**src/rtl/sirc_pkg.sv**
```systemverilog
// ---------------------------------------------------------------------------
// sirc_pkg -- shared definitions for the Sony SIRC 12-bit IR transmitter.
//   sirc_state_e : FSM state encoding (IDLE, START, SPACE, MARK, FIN)
//   SIRC_BITS    : data bits per frame (7 command + 5 address)
//   TLEN_W       : width of the interval handed to the programmable timer
//   DEF_*        : default interval lengths in timer ticks (600us each)
//   mark_len()   : selects the mark interval for one data bit
// ---------------------------------------------------------------------------
package sirc_pkg;

    typedef enum logic [2:0] {
        ST_IDLE  = 3'd0,
        ST_START = 3'd1,
        ST_SPACE = 3'd2,
        ST_MARK  = 3'd3,
        ST_FIN   = 3'd4
    } sirc_state_e;

    localparam int SIRC_BITS  = 12;
    localparam int TLEN_W     = 17;
    localparam int BIT_CNT_W  = 4;

    localparam int DEF_START_UNITS  = 4;
    localparam int DEF_ONE_UNITS    = 2;
    localparam int DEF_ZERO_UNITS   = 1;
    localparam int DEF_SPACE_UNITS  = 1;
    localparam int DEF_CARRIER_HALF = 337;

    // A data bit of 1 is encoded as a long mark, 0 as a short mark.
    function automatic logic [TLEN_W-1:0] mark_len(
        input logic              bit_val,
        input logic [TLEN_W-1:0] one_len,
        input logic [TLEN_W-1:0] zero_len
    );
        return bit_val ? one_len : zero_len;
    endfunction

endpackage

```
**src/rtl/sirc_tx_if.sv**
```systemverilog
// ---------------------------------------------------------------------------
// sirc_tx_if -- request/status handshake between the lab control FSM and the
// SIRC transmitter.
//   send     : request a frame (sampled only while the transmitter is idle)
//   command  : 7-bit SIRC command, latched on accept
//   address  : 5-bit SIRC address, latched on accept
//   busy     : high from the cycle after accept until the done pulse
//   done     : one-cycle pulse after the final mark ends
// Modports: master = control FSM side, slave = transmitter side.
// ---------------------------------------------------------------------------
interface sirc_tx_if;
    logic       send;
    logic [6:0] command;
    logic [4:0] address;
    logic       busy;
    logic       done;

    modport master (output send, output command, output address,
                    input  busy, input  done);
    modport slave  (input  send, input  command, input  address,
                    output busy, output done);
endinterface

```
**src/rtl/sirc_carrier.sv**
```systemverilog
// ---------------------------------------------------------------------------
// sirc_carrier -- ~40kHz IR carrier generator, 50% duty.
//   clk      in  system clock (27MHz)
//   reset_n  in  asynchronous active-low reset
//   restart  in  restart phase: counter to 0, carrier high for the next half
//   carrier  out carrier level, period 2*HALF clk cycles, high half first
// Only instantiated when SIRC_CARRIER_EN is defined.
// ---------------------------------------------------------------------------
module sirc_carrier #(
    parameter int HALF = 337
) (
    input  logic clk,
    input  logic reset_n,
    input  logic restart,
    output logic carrier
);
    localparam int CW = (HALF > 1) ? $clog2(HALF) : 1;
    localparam logic [CW-1:0] LAST = CW'(HALF - 1);

    logic [CW-1:0] cnt_r;
    logic          phase_r;

    // Half-period counter; phase flips each time a half-period completes.
    always_ff @(posedge clk or negedge reset_n) begin
        if (!reset_n) begin
            cnt_r   <= '0;
            phase_r <= 1'b0;
        end else if (restart) begin
            cnt_r   <= '0;
            phase_r <= 1'b1;
        end else if (cnt_r == LAST) begin
            cnt_r   <= '0;
            phase_r <= ~phase_r;
        end else begin
            cnt_r   <= cnt_r + CW'(1);
        end
    end

    assign carrier = phase_r;
endmodule

```
**src/rtl/sirc_tx.sv**
```systemverilog
// ---------------------------------------------------------------------------
// sirc_tx -- Sony SIRC 12-bit IR transmitter FSM, sole client of the
// programmable timer.
//   clk            in   system clock, 27MHz
//   reset_n        in   asynchronous active-low reset
//   host           if   sirc_tx_if.slave (send/command/address/busy/done)
//   ir_out         out  IR LED drive
//   timer_start    out  one-cycle pulse, timer latches timer_length
//   timer_length   out  interval in timer ticks (always >= 1 when started)
//   timer_expired  in   one-cycle expiry pulse from the timer
// Frame: start mark, then per data bit (LSB first, command then address)
// a space followed by a long (1) or short (0) mark.
// Build option SIRC_CARRIER_EN: when defined, ir_out is the envelope gated
// by a ~40kHz carrier restarted on accept; when undefined, ir_out is the raw
// envelope and no carrier logic exists.
// ---------------------------------------------------------------------------
module sirc_tx
    import sirc_pkg::*;
#(
    parameter int START_UNITS  = DEF_START_UNITS,
    parameter int ONE_UNITS    = DEF_ONE_UNITS,
    parameter int ZERO_UNITS   = DEF_ZERO_UNITS,
`ifdef SIRC_CARRIER_EN
    parameter int CARRIER_HALF = DEF_CARRIER_HALF,
`endif
    parameter int SPACE_UNITS  = DEF_SPACE_UNITS
) (
    input  logic              clk,
    input  logic              reset_n,
    sirc_tx_if.slave          host,
    output logic              ir_out,
    output logic              timer_start,
    output logic [TLEN_W-1:0] timer_length,
    input  logic              timer_expired
);
    localparam logic [TLEN_W-1:0]    START_LEN = TLEN_W'(START_UNITS);
    localparam logic [TLEN_W-1:0]    ONE_LEN   = TLEN_W'(ONE_UNITS);
    localparam logic [TLEN_W-1:0]    ZERO_LEN  = TLEN_W'(ZERO_UNITS);
    localparam logic [TLEN_W-1:0]    SPACE_LEN = TLEN_W'(SPACE_UNITS);
    localparam logic [BIT_CNT_W-1:0] LAST_BIT  = BIT_CNT_W'(SIRC_BITS - 1);

    sirc_state_e          state_r;
    logic [SIRC_BITS-1:0] frame_r;
    logic [BIT_CNT_W-1:0] bit_cnt_r;
    logic                 env_r;
    logic                 busy_r;
    logic                 done_r;
    logic                 timer_start_r;
    logic [TLEN_W-1:0]    timer_len_r;

    logic accept_s;
    logic expired_s;

    assign accept_s  = (state_r == ST_IDLE) && host.send;
    // An expiry coinciding with our own start pulse belongs to a stale interval.
    assign expired_s = timer_expired && !timer_start_r;

    // Frame sequencer: every interval state is entered with a one-cycle timer
    // start pulse and its length; the envelope is registered with the state.
    always_ff @(posedge clk or negedge reset_n) begin
        if (!reset_n) begin
            state_r       <= ST_IDLE;
            frame_r       <= '0;
            bit_cnt_r     <= '0;
            env_r         <= 1'b0;
            busy_r        <= 1'b0;
            done_r        <= 1'b0;
            timer_start_r <= 1'b0;
            timer_len_r   <= '0;
        end else begin
            timer_start_r <= 1'b0;
            done_r        <= 1'b0;
            case (state_r)
                ST_IDLE: begin
                    if (accept_s) begin
                        frame_r       <= {host.address, host.command};
                        bit_cnt_r     <= '0;
                        busy_r        <= 1'b1;
                        env_r         <= 1'b1;
                        timer_start_r <= 1'b1;
                        timer_len_r   <= START_LEN;
                        state_r       <= ST_START;
                    end
                end
                ST_START: begin
                    if (expired_s) begin
                        env_r         <= 1'b0;
                        timer_start_r <= 1'b1;
                        timer_len_r   <= SPACE_LEN;
                        state_r       <= ST_SPACE;
                    end
                end
                ST_SPACE: begin
                    if (expired_s) begin
                        env_r         <= 1'b1;
                        timer_start_r <= 1'b1;
                        timer_len_r   <= mark_len(frame_r[bit_cnt_r], ONE_LEN, ZERO_LEN);
                        state_r       <= ST_MARK;
                    end
                end
                ST_MARK: begin
                    if (expired_s) begin
                        env_r <= 1'b0;
                        if (bit_cnt_r == LAST_BIT) begin
                            state_r <= ST_FIN;
                        end else begin
                            bit_cnt_r     <= bit_cnt_r + 4'd1;
                            timer_start_r <= 1'b1;
                            timer_len_r   <= SPACE_LEN;
                            state_r       <= ST_SPACE;
                        end
                    end
                end
                ST_FIN: begin
                    // busy falls together with the done pulse, so a held send
                    // restarts after exactly one non-busy cycle.
                    busy_r  <= 1'b0;
                    done_r  <= 1'b1;
                    state_r <= ST_IDLE;
                end
                default: begin
                    env_r   <= 1'b0;
                    busy_r  <= 1'b0;
                    state_r <= ST_IDLE;
                end
            endcase
        end
    end

    assign host.busy    = busy_r;
    assign host.done    = done_r;
    assign timer_start  = timer_start_r;
    assign timer_length = timer_len_r;

`ifdef SIRC_CARRIER_EN
    logic carrier_s;

    sirc_carrier #(.HALF(CARRIER_HALF)) u_carrier (
        .clk     (clk),
        .reset_n (reset_n),
        .restart (accept_s),
        .carrier (carrier_s)
    );

    // Both operands are flops, so the drive is glitch-limited to the AND gate.
    assign ir_out = env_r & carrier_s;
`else
    assign ir_out = env_r;
`endif

endmodule
```
**src/flat_wrapper.sv**
```systemverilog
// flat-port wrapper written by rule: the top's interface ports become plain ports
module sirc_tx_flat import sirc_pkg::*;
#(
    parameter int START_UNITS  = DEF_START_UNITS,
    parameter int ONE_UNITS    = DEF_ONE_UNITS,
    parameter int ZERO_UNITS   = DEF_ZERO_UNITS,

    parameter int SPACE_UNITS  = DEF_SPACE_UNITS
)
  (clk, reset_n, ir_out, timer_start, timer_length, timer_expired, host_send, host_command, host_address, host_busy, host_done);
  sirc_tx_if host_i ();
  input  logic clk;
  input  logic reset_n;
  output logic ir_out;
  output logic timer_start;
  output logic [TLEN_W-1:0] timer_length;
  input  logic timer_expired;
  input wire logic [$bits(host_i.send)-1:0] host_send;
  input wire logic [$bits(host_i.command)-1:0] host_command;
  input wire logic [$bits(host_i.address)-1:0] host_address;
  output wire logic [$bits(host_i.busy)-1:0] host_busy;
  output wire logic [$bits(host_i.done)-1:0] host_done;
  assign host_i.send = host_send;
  assign host_i.command = host_command;
  assign host_i.address = host_address;
  assign host_busy = host_i.busy;
  assign host_done = host_i.done;
  sirc_tx #(.START_UNITS(START_UNITS), .ONE_UNITS(ONE_UNITS), .ZERO_UNITS(ZERO_UNITS), .SPACE_UNITS(SPACE_UNITS)) u_core (.clk(clk), .reset_n(reset_n), .host(host_i), .ir_out(ir_out), .timer_start(timer_start), .timer_length(timer_length), .timer_expired(timer_expired));
endmodule
```
**config.mk**
```make
export PLATFORM = sky130hd
export DESIGN_NAME = sirc_tx_flat
export DESIGN_NICKNAME = d
export VERILOG_FILES = /design/src/rtl/sirc_pkg.sv /design/src/rtl/sirc_tx_if.sv /design/src/rtl/sirc_carrier.sv /design/src/rtl/sirc_tx.sv /design/src/flat_wrapper.sv
export SDC_FILE = /design/constraint.sdc
export NUM_CORES = 1
export LEC_CHECK = 0
export BUFFER_PORTS_ARGS = -buffer_cell sky130_fd_sc_hd__buf_2
export CAP_MARGIN = 30
export CORE_MARGIN = 3
export CORE_UTILIZATION = 51
export DETAILED_ROUTE_END_ITERATION = 10
export GPL_ROUTABILITY_DRIVEN = 0
export GPL_TIMING_DRIVEN = 0
export HOLD_SLACK_MARGIN = 0.15
export PLACE_DENSITY = 0.78
export SLEW_MARGIN = 20
export SYNTH_ARGS = -nofsm -noshare
export SYNTH_HDL_FRONTEND = slang
export SYNTH_SLANG_ARGS = --single-unit
```
**constraint.sdc**
```tcl
create_clock -name clk -period 2.1 [get_ports clk]
set_input_delay 0.21 -clock clk [delete_from_list [all_inputs] [get_ports clk]]
set_output_delay 0.21 -clock clk [all_outputs]
set_load 0.01 [all_outputs]
```
==> impl_metrics.yaml <==
power:
  p_total_mw: 1.84
  clockPowerShare_pct: 11.3
  p_int_mw: 1.15
  leakagePower_nw: 0.894
  cellPowerDensity_mw_per_mm2: 1070
  switching_power_uw: 696
  ir_drop_mv: 0.733
  combPwrFrac_pct: 41.8
  pwr-share-seq_pct: 46.8
  sw_frac_of_total_pct: 37.8
layout:
  multiInputGateArea_um2: 612
  nFillCells: 231
  regArea_um2: 651
  area.growth.synth_to_final_pct: 25.4
  drive_gt1_share_pct: 22.6
  fin_nets: 218
  n_antenna_cell: 0
drt:
  first_pass_iters: 4
  dr_total_vias: 1140
  drt-total-wl_um: 2880
  vias_per_cell: 4.98
  drc: 0
  antenna_left: 0
  wl_per_cell_um: 12.6
  drtIter0Drc: 34
synthesis:
  synth-warning-count: 0
  yosys.area.top_type: "dfrtp_1"
  synth_seq_cells: 26
  synth_cells: 148
  synth_cell_types: 35
  postSynthAreaPerCell_um2: 9.28
  synthArstFlopShare_pct: 100
  synth_flop_cell: "dfrtp_1"
  syn_area_mm2: 0.00137
  synth_edf_count: 0
  yosys-top-cells-area: "dfrtp_1 47%, nand2_1 11%, buf_4 7.7%"
  synth_top_area_share_pct: 47.4
  synth-seq-area-share_pct: 47.4
global_route:
  grt_pass1_vias: 1083
  grt.total_usage_pct: 18.7
  antenna_found_initial: 0
  grt_pass1_wl_um: 4880
  grt_start_max_net_pins: 27
  overflow: 0
place:
  dp_slack_ns: 0.416
  port_buffers: 22
  dp_hpwl_um: 2020
min_path:
  hold_end: "u_core.state_r[0]"
  hold_depth: 4
  hp-start: "host_send"
  hold_class: "in -> reg"
sta:
  slew_headroom_pct: 62.3
  period_needed_ns: 1.75
  rsz0062_at_grt: "no"
  setup_violations: 0
  finalCritPeriodShare_pct: 83.1
  max_freq_mhz: 573
  worst_pin_slew_ns: 0.565
  fin_ws_ns: 0.355
  finalClockSkew_ns: 0.00593
  fin_setup_tns_ns: 0
  slew_violations: 0
  finalHoldViolations: 0
worst_setup_path:
  max_stage_delay_ns: 0.50
  regToRegSetupSlack_ns: 0.35
  cp_cell_sequence: "ha_1, nand3b_1, a31oi_1, or4_1, a21oi_1"
  end_kind: "flip-flop"
  worst_ep_required_time_ns: 2.36
  worstPathMaxFanout: 7
  crit_path_top_delay_cell: "or4_1"
  path_class: "reg -> reg"
  cp.arrival_ns: 2.00
  rr_worst_depth: 5
  r2r-start: "u_core.bit_cnt_r[1]"
  cpLargestDelayFamily: "simple AND/OR/NAND/NOR gates"
  worst_setup_path_start_kind: "flip-flop"
  path_buf_inv: 0
  reg2reg_to: "u_core.bit_cnt_r[3]"
die:
  core_mm2: 0.00252
  die_width_um: 57.9
  start_util_pct: 54.5
  die_h_um: 57.9
  dieArea_mm2: 0.00335
  num_rows: 18
  io_pins: 37
clock_tree:
  clock_latency_ns: 0.32
  ctsHoldBuffers: 13
  cts.sinks: 26
  clk_pin_slew_ns: 0.14
  cts.path.max_buffers: 2
  cts_resized: 0
  cts_root_buf: "clkbuf_4"
  cts_buffers: 3
  htreeDepth: 1
  postCtsSetupBuffers: 0
  tritoncts: "built"
status:
  outcome: "finished, final reports clean"
flow_run:
  drv_cap: 0
## cells in the mapped netlist, types with 2 or more instances
cell type,n
nand2_1,40
dfrtp_1,26
buf_4,14
nor2_1,6
inv_1,5
o21ai_0,5
o31ai_1,5
a21oi_1,4
clkbuf_1,4
and3b_1,3
nor2b_1,3
a221oi_1,2
a31oi_1,2
and2_1,2
buf_2,2
mux2i_1,2
nand3_1,2
nor3b_1,2
o32ai_1,2
or4_1,2
## worst max-delay path by stage
| stage | from | end | slack (ns) | depth (start not counted) |
|---|---|---|---|---|
| floorplan | u_core.bit_cnt_r[1] | u_core.bit_cnt_r[3] | 0.56 | 5 |
| global placement | u_core.bit_cnt_r[1] | u_core.bit_cnt_r[3] | 0.43 | 5 |
| detailed placement | u_core.bit_cnt_r[1] | u_core.bit_cnt_r[3] | 0.42 | 5 |
| CTS | u_core.bit_cnt_r[1] | u_core.bit_cnt_r[3] | 0.38 | 5 |
| global route | u_core.bit_cnt_r[1] | u_core.bit_cnt_r[3] | 0.26 | 5 |
| finish | u_core.bit_cnt_r[1] | u_core.bit_cnt_r[3] | 0.35 | 5 |
## sequential cells by signal (all words and copies together) (netlist names)
| name | flops |
|---|---|
| u_core.host.done | 1 |
| u_core.state_r | 3 |
| u_core.bit_cnt_r | 4 |
| u_core.timer_length | 3 |
| u_core.host.busy | 1 |
| u_core.timer_start | 1 |
| u_core.frame_r | 12 |
| u_core.ir_out | 1 |
## layout make-up
| cell class | instances | area share [%] |
|---|---|---|
| repair buffers | 35 | 13.9 |
| inverters | 5 | 1.09 |
| clock buffers | 3 | 1.31 |
| flip-flops and latches | 26 | 37.8 |
| well taps | 30 | 2.18 |
| multi-input cells | 109 | 35.5 |
| plain buffers | 21 | 8.21 |
## cells by family (layout without fill, tap and decap cells)
group	count (synthesis)	count (layout)	synth area share [%]
simple gates	65	65	22.0
buf+inv	26	64	11.7
other cells	1	14	0.273
flops	26	26	47.4
mux	4	4	5.01
compound gates	25	25	12.8
fa+ha+maj	1	1	0.911
## power groups by stage
stage          combinational (mW)  clock [mW]  sequential [mW]
2_1_floorplan               0.567           0            0.842
3_3_place_gp                0.719           0            0.853
3_5_place_dp                0.752           0            0.868
4_1_cts                     0.771       0.220            0.859
5_1_grt                     0.866       0.240            0.889
6_report                    0.770       0.209            0.862
## stage by stage
stage / area [um2] / instances / hold WS [ns] / utilization, %
floorplan: 1420 / 161 / -0.0856 / -
global placement: 1570 / 213 / 0.231 / 62.3
detailed placement: 1570 / 213 / 0.245 / 62.3
CTS: 1720 / 229 / 0.295 / 68.3
global route: 1720 / 229 / 0.353 / 68.3
finish: 1720 / 229 / 0.309 / 68.3
## placed cells by master, fill, tap and decap left out, types with 4 or more instances in the layout
cell           netlist  final
o21ai_0              5      5
dfrtp_1             26     26
a21oi_1              4      4
dlygate4sd3_1        0     13
o31ai_1              5      5
inv_1                5      5
conb_1               1     14
buf_2                2     24
buf_4               14     14
nand2_1             40     40
clkbuf_1             4      4
nor2_1               6      6
## per-layer routing
layer / up-vias / routed length (um) / track usage, %
met4: 0 / 18 / 5.96
met2: 28 / 1480 / 33.9
li1: 582 / - / -
met5: - / 0 / 0
met1: 528 / 1260 / 23.3
met3: 2 / 109 / 2.00
## worst reg2reg max path: cells and delay by family, from the launching register on
kind	cells	cell delay, ns
AND/OR/NAND/NOR	2	0.61
flip-flops	1	0.49
AO/OA/AOI/OAI	2	0.34
adder cells (fa/ha/maj)	1	0.25
Note: power is estimated with default switching activity, not from simulation.
